<file path="config.mk">
export PLATFORM = sky130hd
export DESIGN_NAME = gbuf_p_reader
export DESIGN_NICKNAME = d
export VERILOG_FILES = /design/src/rtl/gbuf_p_reader_pkg.sv /design/src/rtl/gbuf_p_reader_skid_fifo.sv /design/src/rtl/gbuf_p_reader.sv
export SDC_FILE = /design/constraint.sdc
export NUM_CORES = 1
export LEC_CHECK = 0
export CAP_MARGIN = 20
export CORE_MARGIN = 5
export CORE_UTILIZATION = 56
export CTS_BUF_LIST = sky130_fd_sc_hd__clkbuf_4
export DETAILED_ROUTE_END_ITERATION = 8
export PLACE_DENSITY = 0.95
export SYNTH_ARGS = -nofsm -noshare
export SYNTH_HDL_FRONTEND = slang
export SYNTH_SLANG_ARGS = --single-unit
</file>
<file path="constraint.sdc">
create_clock -name clk_i -period 8.19 [get_ports clk_i]
set_input_delay 1.638 -clock clk_i [delete_from_list [all_inputs] [get_ports clk_i]]
set_output_delay 1.638 -clock clk_i [all_outputs]
set_load 0.02 [all_outputs]
</file>
<file path="src/rtl/gbuf_p_reader_pkg.sv">
// Shared widths and state encoding for the global buffer P reader.
package gbuf_p_reader_pkg;

  localparam int unsigned ADDR_WIDTH     = 8;
  localparam int unsigned DATA_WIDTH_DEF = 256;

  // Same 2-bit style as the mm controller's IDLE/BUSY/DONE/WAIT encoding.
  typedef enum logic [1:0] {
    StIdle  = 2'd0,
    StRead  = 2'd1,
    StFlush = 2'd2,
    StDone  = 2'd3
  } state_e;

endpackage

</file>
<file path="src/rtl/gbuf_p_reader_skid_fifo.sv">
// Small output FIFO absorbing read data that returns while the stream is stalled.
module gbuf_p_reader_skid_fifo #(
  parameter int unsigned DATA_WIDTH = 256,
  parameter int unsigned DEPTH      = 2
) (
  input  logic                           clk_i,
  input  logic                           rst_ni,
  input  logic                           push_i,
  input  logic [DATA_WIDTH-1:0]          din_i,
  input  logic                           pop_i,
  output logic [DATA_WIDTH-1:0]          dout_o,
  output logic                           empty_o,
  output logic [$clog2(DEPTH+1)-1:0]     count_o
);

  localparam int unsigned PtrW = (DEPTH > 1) ? $clog2(DEPTH) : 1;
  localparam int unsigned CntW = $clog2(DEPTH + 1);

  logic [DATA_WIDTH-1:0] mem_q [DEPTH];
  logic [PtrW-1:0]       wr_ptr_q, rd_ptr_q;
  logic [CntW-1:0]       cnt_q;

  function automatic logic [PtrW-1:0] ptr_inc(input logic [PtrW-1:0] p);
    return (p == PtrW'(DEPTH - 1)) ? '0 : p + PtrW'(1);
  endfunction

  always_ff @(posedge clk_i or negedge rst_ni) begin
    if (!rst_ni) begin
      wr_ptr_q <= '0;
      rd_ptr_q <= '0;
      cnt_q    <= '0;
      for (int i = 0; i < int'(DEPTH); i++) mem_q[i] <= '0;
    end else begin
      if (push_i) begin
        mem_q[wr_ptr_q] <= din_i;
        wr_ptr_q        <= ptr_inc(wr_ptr_q);
      end
      if (pop_i) rd_ptr_q <= ptr_inc(rd_ptr_q);
      if (push_i && !pop_i)      cnt_q <= cnt_q + CntW'(1);
      else if (pop_i && !push_i) cnt_q <= cnt_q - CntW'(1);
    end
  end

  assign dout_o  = mem_q[rd_ptr_q];
  assign empty_o = (cnt_q == '0);
  assign count_o = cnt_q;

endmodule

</file>
<file path="src/rtl/gbuf_p_reader.sv">
// Drains a block of words from global buffer P onto a valid/ready stream with
// credit-based read issue so no returning word ever lacks a FIFO slot.
module gbuf_p_reader
  import gbuf_p_reader_pkg::*;
#(
  parameter int unsigned DATA_WIDTH = DATA_WIDTH_DEF,
  parameter int unsigned RD_LAT     = 1,
  parameter int unsigned FIFO_DEPTH = 2
) (
  input  logic                  clk_i,
  input  logic                  rst_ni,
  input  logic                  start_i,
  output logic                  done_o,
  input  logic [ADDR_WIDTH-1:0] base_addr_i,
  input  logic [ADDR_WIDTH-1:0] len_i,
  output logic                  enp_o,
  output logic                  wep_o,
  output logic [ADDR_WIDTH-1:0] addrp_o,
  input  logic [DATA_WIDTH-1:0] datap_i,
  output logic [DATA_WIDTH-1:0] tdata_o,
  output logic                  tvalid_o,
  input  logic                  tready_i,
  output logic                  tlast_o
);

  localparam int unsigned CntW = $clog2(FIFO_DEPTH + 1);

  state_e                state_q, state_d;
  logic [ADDR_WIDTH-1:0] rd_addr_q, rd_addr_d;
  logic [ADDR_WIDTH-1:0] rd_left_q, rd_left_d;
  logic [ADDR_WIDTH-1:0] tx_left_q, tx_left_d;
  logic [ADDR_WIDTH-1:0] addr_hold_q, addr_hold_d;
  logic [RD_LAT-1:0]     inflight_q;

  logic                  fifo_empty;
  logic [CntW-1:0]       fifo_count;
  logic [DATA_WIDTH-1:0] fifo_dout;
  logic                  pop, push, enp;
  logic [31:0]           used;

  assign tvalid_o = !fifo_empty;
  assign pop      = tvalid_o & tready_i;
  assign push     = inflight_q[RD_LAT-1];

  // Slots already claimed by outstanding reads and queued words, net of this cycle's pop.
  assign used = 32'($countones(inflight_q)) + 32'(fifo_count) - 32'(pop);
  assign enp  = (state_q == StRead) && (used < FIFO_DEPTH);

  always_comb begin
    state_d     = state_q;
    rd_addr_d   = rd_addr_q;
    rd_left_d   = rd_left_q;
    tx_left_d   = tx_left_q;
    addr_hold_d = addr_hold_q;
    if (pop) tx_left_d = tx_left_q - ADDR_WIDTH'(1);
    unique case (state_q)
      StIdle: begin
        if (start_i) begin
          if (len_i != '0) begin
            state_d   = StRead;
            rd_addr_d = base_addr_i;
            rd_left_d = len_i;
            tx_left_d = len_i;
          end else begin
            state_d = StDone;
          end
        end
      end
      StRead: begin
        if (enp) begin
          rd_addr_d   = rd_addr_q + ADDR_WIDTH'(1);
          rd_left_d   = rd_left_q - ADDR_WIDTH'(1);
          addr_hold_d = rd_addr_q;
          if (rd_left_q == ADDR_WIDTH'(1)) state_d = StFlush;
        end
      end
      StFlush: if (pop && tlast_o) state_d = StDone;
      StDone:  if (!start_i) state_d = StIdle;
      default: state_d = StIdle;
    endcase
  end

  always_ff @(posedge clk_i or negedge rst_ni) begin
    if (!rst_ni) begin
      state_q     <= StIdle;
      rd_addr_q   <= '0;
      rd_left_q   <= '0;
      tx_left_q   <= '0;
      addr_hold_q <= '0;
      inflight_q  <= '0;
    end else begin
      state_q     <= state_d;
      rd_addr_q   <= rd_addr_d;
      rd_left_q   <= rd_left_d;
      tx_left_q   <= tx_left_d;
      addr_hold_q <= addr_hold_d;
      inflight_q[0] <= enp;
      for (int i = 1; i < int'(RD_LAT); i++) inflight_q[i] <= inflight_q[i-1];
    end
  end

  gbuf_p_reader_skid_fifo #(
    .DATA_WIDTH (DATA_WIDTH),
    .DEPTH      (FIFO_DEPTH)
  ) u_fifo (
    .clk_i   (clk_i),
    .rst_ni  (rst_ni),
    .push_i  (push),
    .din_i   (datap_i),
    .pop_i   (pop),
    .dout_o  (fifo_dout),
    .empty_o (fifo_empty),
    .count_o (fifo_count)
  );

  assign enp_o   = enp;
  assign wep_o   = 1'b0;
  assign addrp_o = enp ? rd_addr_q : addr_hold_q;
  assign tdata_o = fifo_dout;
  assign tlast_o = tvalid_o && (tx_left_q == ADDR_WIDTH'(1));
  assign done_o  = (state_q == StDone);

endmodule
</file>
Word level (Yosys, flattened, before mapping):

Index checks and enable logic that the tools add are counted.

* register bits: 551
* word-level logic and storage cells: 84

* $add $sub $neg: 9
* order comparisons: 4
* equality and inequality tests: 11
* muxes and demuxes: 30
* bitwise logic cells: 3
* reductions and logical operators: 16

Operators by type and width (count)
* $mux 256: 4
* $bwmux 512: 1
* $demux 256 s1: 1
* $mux 8: 11
* $lt 32x2->1 const B: 1
* $pmux 8 s2: 2
* $eq 8x1->1 const B: 2
* $mux 2: 8
* $sub 8x1->8 const B: 2
* $ne 2x2->1 const B: 5
* $add 8x1->8 const B: 1
* $pmux 2 s4: 1
* $reduce_bool 8->1: 1
* $logic_and 1x1->1: 6
* $reduce_and 5->1: 1
* $eq 2x2->1 const B: 2
* $ge 2x2->1 const B: 2
* $logic_not 2->1: 2
* $not 1->2: 2
* $reduce_and 4->1: 1
* $reduce_bool 2->1: 2
* $sub 3x1->4: 1
* $add 1x2->3: 1
* $logic_not 1->1: 3
* 8 further kinds: 10

Logic depth before layout (Yosys ltp):

Gate-level depths: netlist (run 1).

* word-level depth: 8
* mapped depth: 11
* gate-level depth less buffers: 9

Cells and area by module:

A second synthesis (run 1) with hierarchy kept.

* cell total of the unflattened synthesis: 1608
* area total of the unflattened synthesis: 25376.8 um2

Modules (own cells, without submodules)
* gbuf_p_reader_skid_fifo: instances 1, cells each 1381, area each 23192.2 um2, seq. area each 12912.4 um2
* gbuf_p_reader: instances 1, cells each 227, area each 2184.6 um2, seq. area each 875.8 um2

Least setup slack after synthesis (run 1):

Ideal clock, no wire load.

* kind: input port to output port
* from: in tready_i
* to: out addrp_o[0]
* arrival time: 4.093 ns
* required time: 6.552 ns
* path slack: 2.459 ns
* stages: 8
* path buffers: 1
* cells stage by stage: o21ai_1 -> or2_2 -> a21boi_0 -> fa_1 -> nand2b_1 -> nor2_1 -> buf_2 -> mux2_2

* longest elaborated chain between the ends: 5

Ends and longest elaborated chain
* start, declared: line gbuf_p_reader.sv:22 `input logic tready_i,`
* $and 1x1->1: line gbuf_p_reader.sv:42 `assign pop = tvalid_o & tready_i;`
* $sub 3x1->4: line gbuf_p_reader.sv:46 `assign used = 32'($countones(inflight_q)) + 32'(fifo_count) - 32'(pop);`
* $lt 32x2->1: line gbuf_p_reader.sv:47 `assign enp = (state_q == StRead) && (used < FIFO_DEPTH);`
* $logic_and 1x1->1: line gbuf_p_reader.sv:47
* net enp_o: line gbuf_p_reader.sv:16 `output logic enp_o,`
* $mux 8
* end, declared: line gbuf_p_reader.sv:18 `output logic [ADDR_WIDTH-1:0] addrp_o,`

The timed path passes the listed nets, and every way through them passes these cells.

Worst setup path in the final report (run 1):

* from: in tready_i
* to: out addrp_o[5]

* longest elaborated chain between the ends: 5

Ends and longest elaborated chain (line)
* $and 1x1->1: gbuf_p_reader.sv:42
* $sub 3x1->4: gbuf_p_reader.sv:46
* $lt 32x2->1: gbuf_p_reader.sv:47
* $logic_and 1x1->1: gbuf_p_reader.sv:47
* $mux 8

Every way passes these cells.

==> results.txt, run 1 <==
----------------------------------------------------
[Outcome]
  Outcome ... finished, final reports clean

[Synth]
  Prevailing post-synth register cell ... sky130_fd_sc_hd__dfrtp_1
  Leading post-synthesis cells by cell area ... sky130_fd_sc_hd__dfrtp_1, sky130_fd_sc_hd__mux2_2, sky130_fd_sc_hd__clkbuf_1
  Sequential share of the synthesized area ... 0.569
  Mapped cell area ... 24,200 sq um
  Post-Syn Instances ... 1,617
  Library cell with the largest summed area after synthesis ... sky130_fd_sc_hd__dfrtp_1
  Syn nets ... 1,905
  Synthesized flop and latch total ... 551
  Share of async-settable or async-resettable flops after synthesis ... 1.00
  Yosys synthesis warning count ... 0
  Syn Area/Cell ... 15.0 sq um
  Synth unique cells ... 54
  Share of Yosys cell area claimed by the top area cell type ... 0.569
  Number of enable flip-flop cells after synthesis ... 0

[Floorplan]
  Core footprint ... 43,000 sq um
  Count of standard-cell rows ... 76
  Die area ... 47,500 sq um
  Overall die height ... 218 um
  Top-level port count ... 545
  Die width ... 218 um
  Initial Utilization ... 0.564

[GRT]
  Via count of the first global-routing pass ... 18.6k
  Pin count of the biggest net entering global routing ... 158
  Wire length of the first global-routing pass ... 102 mm
  Final global-route overflow total ... 0
  GR Util All Layers ... 0.274
  Antenna violations before repair ... 18

[Cells and area]
  Sequential Area ... 13,800 sq um
  Final Non-Filler Cells ... 2,917
  Layout fillers ... 2,525
  Layout cell share with drive strength beyond 1 ... 0.446
  Final Cell Area ... 32,000 sq um
  Area delta synth->final ... 32.1%
  Multi-input logic area ... 10,000 sq um
  Final net count ... 2,511
  Final Core Density ... 0.744

[CTS]
  Count of clock tree sinks ... 551
  CTS tree ... built
  Clock Pin Slew Worst Setup and Hold Paths ... 60 ps
  Clock latency of the later-clocked register in the worst-skew pair ... 960 ps
  Buffers inserted during post-CTS setup optimization ... 0
  Count of hold buffers inserted by post-cts repair ... 0
  Cts repair resizes ... 0
  Clock Path Buffers ... 3
  Maximum level of the CTS H-tree ... 4
  Buffer type at the clock tree root ... sky130_fd_sc_hd__clkbuf_4
  Clock buffers created by TritonCTS ... 142

[Worst setup path]
  Required time worst endpoint ... 6550 ps
  Number of cells on the worst reg-to-reg path ... 8
  Type of element launching the critical path ... input port
  Worst path most repeated cell ... sky130_fd_sc_hd__clkdlybuf4s50_1
  R2r endpoint ... rd_addr_q[5]$_DFFE_PN0P_
  Data arrival time of the critical path ... 4920 ps
  Top fanout value on the critical path ... 18
  Crit path max-delay cell type ... sky130_fd_sc_hd__clkdlybuf4s50_1
  Start-to-end type of the worst setup path ... input port to output port
  Crit path cell chain ... clkdlybuf4s50_1, o21ai_1, or2_2, a21boi_0, fa_1, nand2b_1, nor2_1, buf_4, mux2_2, clkdlybuf4s50_1
  Endpoint kind of the worst setup timing path ... output port
  Delay of the slowest cell on the worst path ... 560 ps
  Register-to-Register Setup Slack ... 4870 ps
  Origin of the critical flop-to-flop path ... u_fifo.count_o[0]$_DFFE_PN0P_

[Min path]
  Depth of the worst hold-timing path ... 1
  Class of the most critical hold timing path ... flop to flop
  Hold worst-path end ... u_fifo.mem_q[214]$_DFFE_PN0P_
  Startpoint of the most critical hold path ... u_fifo.mem_q[214]$_DFFE_PN0P_

[Placement]
  Number of input and output port buffers inserted ... 543
  Cell count after placement ... 2,663
  Routability-driven placement congestion ratio ... 0.861
  HPWL Detailed ... 44.3 mm
  Placed Instance Area ... 30,200 sq um

[Power and ir drop]
  Static Leakage ... 0.0135 uW
  Pwr per Cell Area ... 471 nW/um^2
  Peak VDD IR ... 0.308 mV
  Overall power ... 15,100 uW

[STA]
  Setup repair after global routing missed its margin ... no
  Share of the clock period used by the worst path after layout ... 0.800
  Number of endpoints with negative hold slack in the final report ... 0
  Setup TNS Final ... 0 ps
  Final worst clock skew ... 34.7 ps
  Fmax ... 0.153 GHz
  Setup-failing EPs final ... 0
  Post-route minimum period ... 6550 ps
  Final slew viol count ... 0
  Worst rel slew slack ... 0.343
  Worst-margin pin slew ... 985 ps

[Run]
  Number of violations of the max-capacitance limit ... 0

[Detailed routing]
  Avg Vias per Cell ... 5.52
  Average wire per cell in the routed design ... 22.5 um
  DR DRC count ... 0
  1st-iter DRT viols ... 941
  Number of nets still failing antenna checks after routing ... 0
  DR vias ... 16.1k
  Length of the first detailed-routing pass in iterations ... 6
  Total wire length after detailed routing ... 65.6 mm

----------------------------------------------------
## flip-flops by register name (all words and copies together), names as in the netlist
name	cells
u_fifo.mem_q	512
addr_hold_q	8
rd_addr_q	8
rd_left_q	8
tx_left_q	8
state_q	2
u_fifo.count_o	2
inflight_q	1
u_fifo.rd_ptr_q	1
u_fifo.wr_ptr_q	1
## power by group
group | switching [uW] | internal (uW) | leakage [uW]
clock | 1080 | 1230 | 0.00104
sequential | 815 | 4130 | 0.00655
combinational | 3600 | 4220 | 0.00587
## layer usage
layer / global-route usage / wire length [um] / part of all wire
met2: 0.462 / 33400 / 0.51
met1: 0.298 / 23800 / 0.36
met4: 0.160 / 3620 / 0.055
met5: 0 / 7 / 0.00011
met3: 0.0991 / 4760 / 0.073
## worst max-delay path by stage
stage	from	end	slack [ps]	cells past startpoint
after floorplan	tready_i	addrp_o[0]	2460	8
after global placement	tready_i	addrp_o[0]	1680	10
after detailed placement	tready_i	addrp_o[5]	1660	10
after CTS	tready_i	addrp_o[5]	1650	10
after global routing	tready_i	addrp_o[0]	1480	10
final	tready_i	addrp_o[5]	1640	10
## cells by family after synthesis
group,Yosys count,synth area share
flops,551,0.569
compound gates,55,0.0155
buf+inv,109,0.0183
simple gates,87,0.0192
mux,789,0.367
xor+xnor,13,0.00470
fa+ha+maj,12,0.00651
other cells,1,0.000155
## cells in the mapped netlist (2+ instances only)
library cell,number
sky130_fd_sc_hd__xnor2_1,9
sky130_fd_sc_hd__buf_2,5
sky130_fd_sc_hd__and2_1,3
sky130_fd_sc_hd__nor2_1,9
sky130_fd_sc_hd__and3_1,3
sky130_fd_sc_hd__nor2b_1,3
sky130_fd_sc_hd__clkbuf_1,86
sky130_fd_sc_hd__nand2_1,28
sky130_fd_sc_hd__inv_1,12
sky130_fd_sc_hd__a31oi_1,2
sky130_fd_sc_hd__nand2b_1,8
sky130_fd_sc_hd__or4_1,4
sky130_fd_sc_hd__ha_1,11
sky130_fd_sc_hd__o21ai_0,18
sky130_fd_sc_hd__o21ai_1,2
sky130_fd_sc_hd__xor2_1,4
sky130_fd_sc_hd__a21boi_0,2
sky130_fd_sc_hd__mux2i_1,5
sky130_fd_sc_hd__o22ai_1,2
sky130_fd_sc_hd__buf_6,3
sky130_fd_sc_hd__or3_1,4
sky130_fd_sc_hd__a2bb2oi_1,3
sky130_fd_sc_hd__dfrtp_1,551
sky130_fd_sc_hd__nand3_1,6
sky130_fd_sc_hd__a21oi_1,11
sky130_fd_sc_hd__nor3_1,5
sky130_fd_sc_hd__nand4_1,7
sky130_fd_sc_hd__mux2_2,784
sky130_fd_sc_hd__or2_2,2
## layout make-up
class | instances | share of cell area
inverters | 12 | 0.00141
multi-input cells | 957 | 0.313
diodes | 20 | 0.00156
clock buffers | 218 | 0.0512
flip-flops and latches | 551 | 0.431
well taps | 585 | 0.0229
clock inverters | 15 | 0.00270
repair buffers | 559 | 0.176
## through the flow
step	hold slack [ps]	setup WS, ps
2_1_floorplan	463	2460
3_3_place_gp	481	1680
3_5_place_dp	487	1660
4_1_cts	500	1650
5_1_grt	510	1480
6_report	501	1640
## layout by cell type (no fill, tap or decap), types with 3 or more instances in the layout
cell type                         synthesis  routed
sky130_fd_sc_hd__a21oi_1                 11      11
sky130_fd_sc_hd__a2bb2oi_1                3       3
sky130_fd_sc_hd__and2_1                   3       3
sky130_fd_sc_hd__and3_1                   3       3
sky130_fd_sc_hd__buf_12                   0       5
sky130_fd_sc_hd__buf_4                    1      10
sky130_fd_sc_hd__clkbuf_4                 0     218
sky130_fd_sc_hd__clkdlybuf4s50_1          0     542
sky130_fd_sc_hd__clkinv_1                 0      12
sky130_fd_sc_hd__dfrtp_1                551     550
sky130_fd_sc_hd__diode_2                  0      20
sky130_fd_sc_hd__ha_1                    11      11
sky130_fd_sc_hd__inv_1                   12      12
sky130_fd_sc_hd__mux2_2                 784     784
sky130_fd_sc_hd__mux2i_1                  5       5
sky130_fd_sc_hd__nand2_1                 28      27
sky130_fd_sc_hd__nand2b_1                 8       8
sky130_fd_sc_hd__nand3_1                  6       6
sky130_fd_sc_hd__nand4_1                  7       7
sky130_fd_sc_hd__nor2_1                   9       9
sky130_fd_sc_hd__nor3_1                   5       5
sky130_fd_sc_hd__o21ai_0                 18      18
sky130_fd_sc_hd__or3_1                    4       4
sky130_fd_sc_hd__or4_1                    4       4
sky130_fd_sc_hd__xnor2_1                  9       9
sky130_fd_sc_hd__xor2_1                   4       4
## critical path, delay by kind of cell
kind	cells	cell delay [ps]
AOI/OAI and AO/OA	2	450
adders and majority gates	1	480
buffers and inverters	3	1340
muxes	1	370
and+or+nand+nor	3	640
Power figures use the tool's default switching activity.
==> run 2: changes to the inputs <==
--- a/config.mk
+++ b/config.mk
@@ -7,10 +7,10 @@
 export LEC_CHECK = 0
 export CAP_MARGIN = 20
 export CORE_MARGIN = 5
-export CORE_UTILIZATION = 56
+export CORE_UTILIZATION = 47
 export CTS_BUF_LIST = sky130_fd_sc_hd__clkbuf_4
 export DETAILED_ROUTE_END_ITERATION = 8
-export PLACE_DENSITY = 0.95
+export PLACE_DENSITY = 0.89
 export SYNTH_ARGS = -nofsm -noshare
 export SYNTH_HDL_FRONTEND = slang
 export SYNTH_SLANG_ARGS = --single-unit
==> constraint.sdc (replaced) <==
create_clock -name clk_i -period 5.4 [get_ports clk_i]
set_input_delay 1.08 -clock clk_i [delete_from_list [all_inputs] [get_ports clk_i]]
set_output_delay 1.08 -clock clk_i [all_outputs]
set_load 0.02 [all_outputs]
==> run 2 against run 1 <==
Clock power grew 52%; sequential power grew 52%; via count shrank 0.58%; sequential share of layout area shrank 0.31 points; sequential cell count is the same; utilization shrank 11 points; hold slack lost 170 ps; final cell count grew 3.4%.
==> results.txt, run 2 (same netlist as run 1, synthesis figures left out) <==
----------------------------------------------------
[CTS]
  Maximum level of the CTS H-tree ... 4 (unchanged)
  Count of clock tree sinks ... 551 (unchanged)
  Cts repair resizes ... 0 (unchanged)
  Clock Path Buffers ... 3 (unchanged)
  Buffer type at the clock tree root ... sky130_fd_sc_hd__clkbuf_4
  CTS tree ... built
  Count of hold buffers inserted by post-cts repair ... 0 (unchanged)
  Buffers inserted during post-CTS setup optimization ... 0 (unchanged)
  Clock buffers created by TritonCTS ... 145 (+2.1%)
  Clock Pin Slew Worst Setup and Hold Paths ... 60 ps (about the same)
  Clock latency of the later-clocked register in the worst-skew pair ... 890 ps (-70 ps)

[Placement]
  Post-placement worst setup slack ... 85.9 ps (-1570 ps)
  HPWL Detailed ... 43.2 mm (-2.3%)
  Routability-driven placement congestion ratio ... 0.830 (-3.6%)
  Number of input and output port buffers inserted ... 543 (unchanged)

[STA]
  Post-route minimum period ... 5270 ps
  Worst rel slew slack ... 0.297 (-0.0461)
  Number of endpoints with negative hold slack in the final report ... 0 (unchanged)
  Setup-failing EPs final ... 0 (unchanged)
  Setup TNS Final ... 0 ps (unchanged)
  Fmax ... 0.190 GHz
  Final worst clock skew ... 47.6 ps (+12.8 ps)
  Final slew viol count ... 0 (unchanged)
  Smallest setup slack after layout ... 125 ps (-1510 ps)
  Worst-margin pin slew ... 1030 ps (+42.6 ps)
  Setup repair after global routing missed its margin ... no
  Share of the clock period used by the worst path after layout ... 0.977

[Detailed routing]
  DR DRC count ... 0 (unchanged)
  1st-iter DRT viols ... 735 (-22%)
  Average wire per cell in the routed design ... 20.8 um (-7.4%)
  Length of the first detailed-routing pass in iterations ... 5 (-1)
  Number of nets still failing antenna checks after routing ... 0 (unchanged)
  Total wire length after detailed routing ... 62.8 mm (-4.3%)
  Avg Vias per Cell ... 5.31 (-3.8%)
  DR vias ... 16.0k (-0.58%)

[Floorplan]
  Overall die height ... 237 um (+8.7%)
  Count of standard-cell rows ... 83 (+9.2%)
  Initial Utilization ... 0.473 (-0.0905)
  Core footprint ... 51,200 sq um (+19%)
  Die area ... 56,200 sq um (+18%)
  Top-level port count ... 545 (unchanged)
  Die width ... 237 um (+8.7%)

[Worst setup path]
  Top fanout value on the critical path ... 18 (unchanged)
  Start-to-end type of the worst setup path ... input port to output port
  Number of cells on the worst reg-to-reg path ... 8 (unchanged)
  Register-to-Register Setup Slack ... 2220 ps (-2650 ps)
  Type of element launching the critical path ... input port
  Required time worst endpoint ... 4320 ps (-2230 ps)
  Data arrival time of the critical path ... 4190 ps (-730 ps)
  Endpoint kind of the worst setup timing path ... output port

[Power and ir drop]
  Internal power ... 14,600 uW (+52%)
  Sequential share of power ... 0.329 (about the same)
  Static Leakage ... 0.0136 uW (+0.64%)
  Switching share of power ... 0.361 (-0.00404)
  Switching power summed over all nets ... 8220 uW (+50%)
  Pwr per Cell Area ... 707 nW/um^2 (+50%)
  Part of the total power dissipated in combinational logic ... 0.518 (about the same)
  Peak VDD IR ... 0.498 mV (+62%)
  Relative contribution of the clock network to total power ... 0.154 (about the same)

[Cells and area]
  Max FFs per register ... 512 (unchanged)
  Layout cell share with drive strength beyond 1 ... 0.451 (+0.00505)
  Final net count ... 2,523 (+0.48%)
  Area delta synth->final ... 33.0%
  Leading cell type in the layout, fill and taps excluded ... sky130_fd_sc_hd__mux2_2
  Layout fillers ... 3,684 (+46%)
  Most frequent cells in the layout ... sky130_fd_sc_hd__mux2_2, sky130_fd_sc_hd__dfrtp_1, sky130_fd_sc_hd__clkdlybuf4s50_1
  Largest register by flop count ... u_fifo.mem_q

[GRT]
  Antenna violations before repair ... 11 (-7)
  Wire length of the first global-routing pass ... 98.5 mm (-3.3%)
  Via count of the first global-routing pass ... 17.9k (-3.7%)
  GR Util All Layers ... 0.219 (-0.0550)
  Final global-route overflow total ... 0 (unchanged)
  Pin count of the biggest net entering global routing ... 142 (-10%)

[Outcome]
  Outcome ... finished, final reports clean

[Run]
  Number of violations of the max-capacitance limit ... 0 (unchanged)

[Min path]
  Class of the most critical hold timing path ... input port to async pin

----------------------------------------------------
==> run 2: cell count changes in the layout (fill, tap and decap cells not counted), sizes merged <==
cell,change
buf,+9
clkbuf,-4
clkinv,+4
clkinvlp,+1
diode,-11
inv,+4
==> run 2: worst max-delay path, cell delays in order <==
cell                              delay (ps)
sky130_fd_sc_hd__clkdlybuf4s50_1         520
sky130_fd_sc_hd__o21ai_1                 120
sky130_fd_sc_hd__or2_2                   320
sky130_fd_sc_hd__a21boi_1                190
sky130_fd_sc_hd__fa_1                    480
sky130_fd_sc_hd__nand2b_1                180
sky130_fd_sc_hd__nor2_1                  120
sky130_fd_sc_hd__buf_4                   260
sky130_fd_sc_hd__mux2_2                  370
sky130_fd_sc_hd__clkdlybuf4s50_1         550
==> run 2: path summary, 6_finish.rpt <==
check / end / from
setup / recovery: addrp_o[1] / tready_i
hold / removal: u_fifo.mem_q[498]$_DFFE_PN0P_ / rst_ni
setup reg to reg: rd_addr_q[5]$_DFFE_PN0P_ / u_fifo.count_o[0]$_DFFE_PN0P_
hold reg to reg: u_fifo.mem_q[123]$_DFFE_PN0P_ / u_fifo.mem_q[123]$_DFFE_PN0P_
max in group asynchronous: u_fifo.mem_q[140]$_DFFE_PN0P_ / rst_ni
min in group clk_i: u_fifo.mem_q[123]$_DFFE_PN0P_ / u_fifo.mem_q[123]$_DFFE_PN0P_
==> run 2: per-layer routing <==
layer  GRT usage  up-vias  routed length [um]
met2       0.376      517               32600
li1            -     7138                   -
met1       0.250     8202               23600
met3      0.0716      144                4200
met5           0        -                  27
met4      0.0987        4                2300
==> run 2: cell type report <==
cell class              instances  area [sq um]  area share
diodes                          9          22.5    0.000699
clock buffers                 214          1610      0.0498
clock inverters                24           138     0.00427
inverters                      12          45.0     0.00140
multi-input cells             957         10000       0.311
flip-flops and latches        551         13800       0.428
well taps                     680           851      0.0264
repair buffers                568          5770       0.179
==> run 2: metrics by stage <==
| step | utilization | hold WS [ps] | std cells | total power [uW] | instance area (sq um) |
|---|---|---|---|---|---|
| final | 0.629 | 326 | 3015 | 22800 | 32200 |
| after global placement | 0.595 | 481 | 2768 | 18800 | 30500 |
| after CTS | 0.629 | 184 | 3006 | 23000 | 32200 |
| after floorplan | - | 463 | 1617 | 14600 | 24200 |
| after global routing | 0.629 | 263 | 3015 | 24000 | 32200 |
| after detailed placement | 0.595 | 488 | 2768 | 19300 | 30500 |
==> run 2: power groups by stage <==
stage	Combinational [uW]	Clock (uW)	Sequential, uW
floorplan	7570	0	6980
global placement	11500	0	7300
detailed placement	11800	0	7530
CTS	11900	3640	7470
global route	12400	3890	7710
finish	11800	3500	7490
